File: config.mk
export PLATFORM = sky130hd
export DESIGN_NAME = audctl_reg
export DESIGN_NICKNAME = d
export VERILOG_FILES = /design/src/rtl/audctl_reg.sv
export SDC_FILE = /design/constraint.sdc
export NUM_CORES = 1
export LEC_CHECK = 0
export CORE_AREA = 4 4 41 43
export CTS_CLUSTER_DIAMETER = 30
export CTS_CLUSTER_SIZE = 14
export DETAILED_ROUTE_END_ITERATION = 10
export DIE_AREA = 0 0 45 47
export PLACE_DENSITY_LB_ADDON = 0.25
export SETUP_SLACK_MARGIN = 0.4
export SYNTH_ARGS = -nofsm -noshare
export SYNTH_HDL_FRONTEND = slang
export SYNTH_SLANG_ARGS = --single-unit
File: constraint.sdc
create_clock -name clk -period 0.91 [get_ports clk]
set_input_delay 0.091 -clock clk [delete_from_list [all_inputs] [get_ports clk]]
set_output_delay 0.091 -clock clk [all_outputs]
set_load 0.05 [all_outputs]
File: src/rtl/audctl_reg.sv
// POKEY AUDCTL register: 8-bit control word loaded on POKEY clock enable pulses.
// Define AUDCTL_READBACK_EN to expose the whole register on audctl_q for CPU read-back.
module audctl_reg #(
  parameter logic [7:0] RESET_VAL = 8'h00
) (
  input  logic       clk,
  input  logic       reset,
  input  logic       enn,
  input  logic       wren,
  input  logic [7:0] D,
  output logic       sel15Khz,
  output logic       disHiFltr2,
  output logic       disHiFltr1,
  output logic       ch4Bits16,
  output logic       ch2Bits16,
  output logic       enFastClk3,
  output logic       enFastClk1,
`ifdef AUDCTL_READBACK_EN
  output logic       sel9bitPoly,
  output logic [7:0] audctl_q
`else
  output logic       sel9bitPoly
`endif
);

  localparam int unsigned W = 8;

  logic [W-1:0] ctl_q;
  logic [W-1:0] ctl_d;

  // Whole-word load only on a POKEY clock pulse with a pending write
  always_comb begin
    ctl_d = ctl_q;
    if (enn && wren) begin
      ctl_d = D;
    end
  end

  // Synchronous reset takes priority over a coincident write
  always_ff @(posedge clk) begin
    if (reset) begin
      ctl_q <= RESET_VAL;
    end else begin
      ctl_q <= ctl_d;
    end
  end

  assign sel15Khz    = ctl_q[0];
  assign disHiFltr2  = ctl_q[1];
  assign disHiFltr1  = ctl_q[2];
  assign ch4Bits16   = ctl_q[3];
  assign ch2Bits16   = ctl_q[4];
  assign enFastClk3  = ctl_q[5];
  assign enFastClk1  = ctl_q[6];
  assign sel9bitPoly = ctl_q[7];

`ifdef AUDCTL_READBACK_EN
  assign audctl_q = ctl_q;
`endif

endmodule

# ---- After elaboration in Yosys (flattened, before gate mapping)
# Index checks and enable logic that the tools add are counted.
dict set report totals {
  output_inout_bits 8
  ff_bits 8
}
dict set report op_classes {
  reduce_logical 1
}
# cell n
set ops {}
lappend ops {{1-bit logical AND} 1}

# ---- Depth between registers and ports, before layout
dict set report depth {
  ltp_word 1
  ltp_mapped 4
}

# ---- Worst setup path after synthesis
# Ideal clock, no wire load.
dict set report synth_path {
  path_kind {register to register}
  from {reg, netlist name ctl_q[0]}
  to {reg ctl_q[0]}
  required_time_ns 0.840
  path_slack_ns -0.144
  period_less_slack_ns 1.054
  arrival_ns 0.984
  path_buffers 0
  stages_incl_launch_ff 3
  setup_time_ns 0.070
  path_cell_list {dfxtp_1 > a21bo_2 > a21oi_1}
}
# element line_no
set synth_rtl {}
lappend synth_rtl {{end signal, assigned} 44} ;# ctl_q <= ctl_d;
lappend synth_rtl {{end, declared} 28} ;# logic [W-1:0] ctl_q;

# ---- Worst setup path in the final report
dict set report layout_path {
  from {reg ctl_q[6]}
  to {out enFastClk1}
}
# element line_no
set layout_rtl {}
lappend layout_rtl {{end, declared} 17} ;# output logic enFastClk1,
# No word-level cell between the ends.

==> flow_metrics.py <==
metrics = {
    "status": {
        "outcome": "completed",
    },
    "synthesis": {
        "yosys-top-cells-area": "dfxtp_1 44%, a21bo_1 14%, a21oi_1 11%",
        "syn_inst": 37,
        "yosysTopAreaCellShare_pct": 43.7,
        "synth_edf_count": 0,
        "synth_seq_cells": 8,
        "synth_mux_area_share_pct": 0,
        "ys.warnings.count": 0,
        "count_of_different_cell_masters_after_synthesis": 9,
        "post_synthesis_compound_gate_area_fraction_pct": 32.8,
        "dominant_combinational_cell_family_by_area_after_synthesis": "compound AO/OA/AOI/OAI gates",
        "synth_flop_cell": "dfxtp_1",
        "synth_top_cells_by_count": "8 x a21oi_1, 8 x dfxtp_1, 8 x nand3_1",
        "synth_sequential_area_ratio_pct": 43.7,
        "synth.net_count": 49,
        "post_synthesis_async_set_or_reset_flop_share_pct": 0,
        "synth-xor-area-share_pct": 0,
        "post_synth_fa_ha_maj_area_fraction_pct": 0,
        "yosys.area_share.simple_pct": 10.9,
        "synth.avg_cell_area_um2": 9.91,
        "synth_top_area_cell": "dfxtp_1",
        "synthesized_cell_area_um2": 367,
    },
    "final_layout": {
        "final_nets": 73,
        "finalNonFillerCells": 74,
        "largest_register_ff_count": 8,
        "reg_top3": "ctl_q (8)",
        "layout-area-overhead-vs-synth_pct": 102,
        "fraction_of_layout_cells_with_a_size_suffix_above_1_pct": 55.9,
        "antenna_cells_inserted": 0,
        "final.fill_count": 117,
        "regMostFlops": "ctl_q",
    },
    "power": {
        "fin_total_pwr_mw": 0.904,
        "power_density_nw_per_um2": 1220,
        "cellLeakagePower_nw": 0.278,
        "irDropWorstVdd_mv": 0.857,
    },
    "worst_setup_path": {
        "crit_required_ps": 820,
        "crit_slowest_cell": "dfxtp_4",
        "chain_of_cells_forming_the_critical_path": "buf_12",
        "critical-path-max-stage-delay_ps": 350,
        "timing.critical_path.buf_inv": 1,
        "critical_path.endpoint_type": "output pin",
        "timing.critical_path.max_delay_family": "flip-flops",
        "critPathMaxFanout": 2,
        "crit_path_start_kind": "flip-flop",
        "critical_path_class": "reg2out",
        "endpoint_arrival_time_on_the_critical_path_ps": 750,
    },
    "timing": {
        "hold_viol": 0,
        "hold_slack_ps": 397,
        "period_needed_ps": 837,
        "final.period_utilization_pct": 92.0,
        "max_clock_freq_mhz": 1190,
        "setup_violations": 0,
        "setup_total_negative_slack_ps": 0,
        "max_slew_margin_pct": 71.1,
        "finalClockSkew_ps": 0,
        "slew_viol_final": 0,
        "timing_worst_slew_pin_value_ps": 431,
        "final_critical_path_setup_slack_ps": 73.2,
        "grt_setup_unrepaired": "yes",
    },
    "clock_network": {
        "cts_htree_levels": 1,
        "insertion_delay_ps": 260,
        "cts_setup_buffers": 0,
        "cts.path.max_buffers": 2,
        "tritoncts_clock_tree": "yes",
        "number_of_buffers_inserted_for_hold_repair_after_clock_tree_synthesis": 0,
        "clock_sink_total": 8,
        "ctsRootBufferMaster": "clkbuf_4",
        "clock_pin_slew_on_the_worst_setup_and_hold_paths_ps": 60,
        "tritoncts.num_buffers": 3,
    },
    "flow_run": {
        "drv.max_cap_violation_count": 0,
    },
    "die": {
        "floorplan.die_area_um2": 2120,
        "floorplan.initialDensity_pct": 28.2,
        "io_pins": 20,
        "die_width_um": 45,
        "rows": 13,
        "core_area_um2": 1300,
        "die-height_um": 47,
    },
    "drt": {
        "drt_wl_total_um": 973,
        "viasPerCell": 4.77,
        "route.detailed.wl_per_inst_um": 13.1,
        "detailroute.via_count": 353,
        "detail-route-antenna-nets": 0,
        "detail_route.drc_violations": 0,
        "drt_first_iter_violations": 3,
        "detail_route.first_pass.iterations": 4,
    },
    "min_path": {
        "hp-class": "in2reg",
    },
    "global_route": {
        "maximum_number_of_pins_on_one_net_before_global_route_repair": 11,
        "first_global_vias": 330,
        "global_route.usage.total_pct": 10.4,
        "overflow": 0,
        "grt_antenna_before_repair": 0,
        "grt_pass1_wl_mm": 1.48,
    },
    "placement": {
        "detailedPlacementHpwl_um": 618,
        "dpl_worst_slack_ps": -173,
        "buffer_ports.inserted": 19,
        "gp_congestion": 0.656,
        "placedCellCount": 70,
    },
}
## routing by layer
metal,track usage [%],vias up,wire length (um)
li1,-,175,-
met1,12.6,158,446
met2,12.4,16,384
met3,5.36,4,109
met4,10.5,0,31
met5,0,-,0
## layout make-up
type	count	area, um^2	area share [%]
Clock buffer	3	22.5	3.05
Multi-Input combinational cell	24	195	26.4
Sequential cell	8	190	25.7
Tap cell	15	18.8	2.54
Timing Repair Buffer	24	313	42.3
## path summary, 6_finish.rpt
kind,start,to,slack (ps),cells after the start
setup / recovery,ctl_q[6],enFastClk1,70,1
hold / removal,D[3],ctl_q[3],400,3
setup reg to reg,ctl_q[0],ctl_q[0],160,2
hold reg to reg,ctl_q[6],ctl_q[6],590,2
## stage by stage
step	cell area [um^2]	util [%]
global placement	669	51.4
CTS	718	55.2
finish	739	56.8
floorplan	397	-
global route	739	56.8
detailed placement	669	51.4
## logic make-up after synthesis
kind of cell	Yosys count
compound gates	16
simple gates	8
flops	8
buf+inv	5
## power by group
group	total, mW	internal (mW)	switching [mW]	leakage (nW)
combinational	0.258	0.143	0.116	0.193
sequential	0.371	0.355	0.0159	0.0712
clock	0.275	0.151	0.124	0.0138
## what timing repair did
item,4_1_cts,5_1_grt
gates resized for setup,8,5
cloned,1,0
endpoints found under the hold margin,0,0
setup endpoints to repair,16,16
## placed cells by master, fill, tap and decap left out, drive strengths merged
| master | instances |
|---|---|
| a21bo | 8 |
| dlygate4sd2 | 2 |
| dfxtp | 8 |
| clkbuf | 3 |
| buf | 13 |
| a21oi | 8 |
| nand3 | 8 |
| clkdlybuf4s50 | 9 |
No activity file was read; power rests on OpenSTA's default activity.
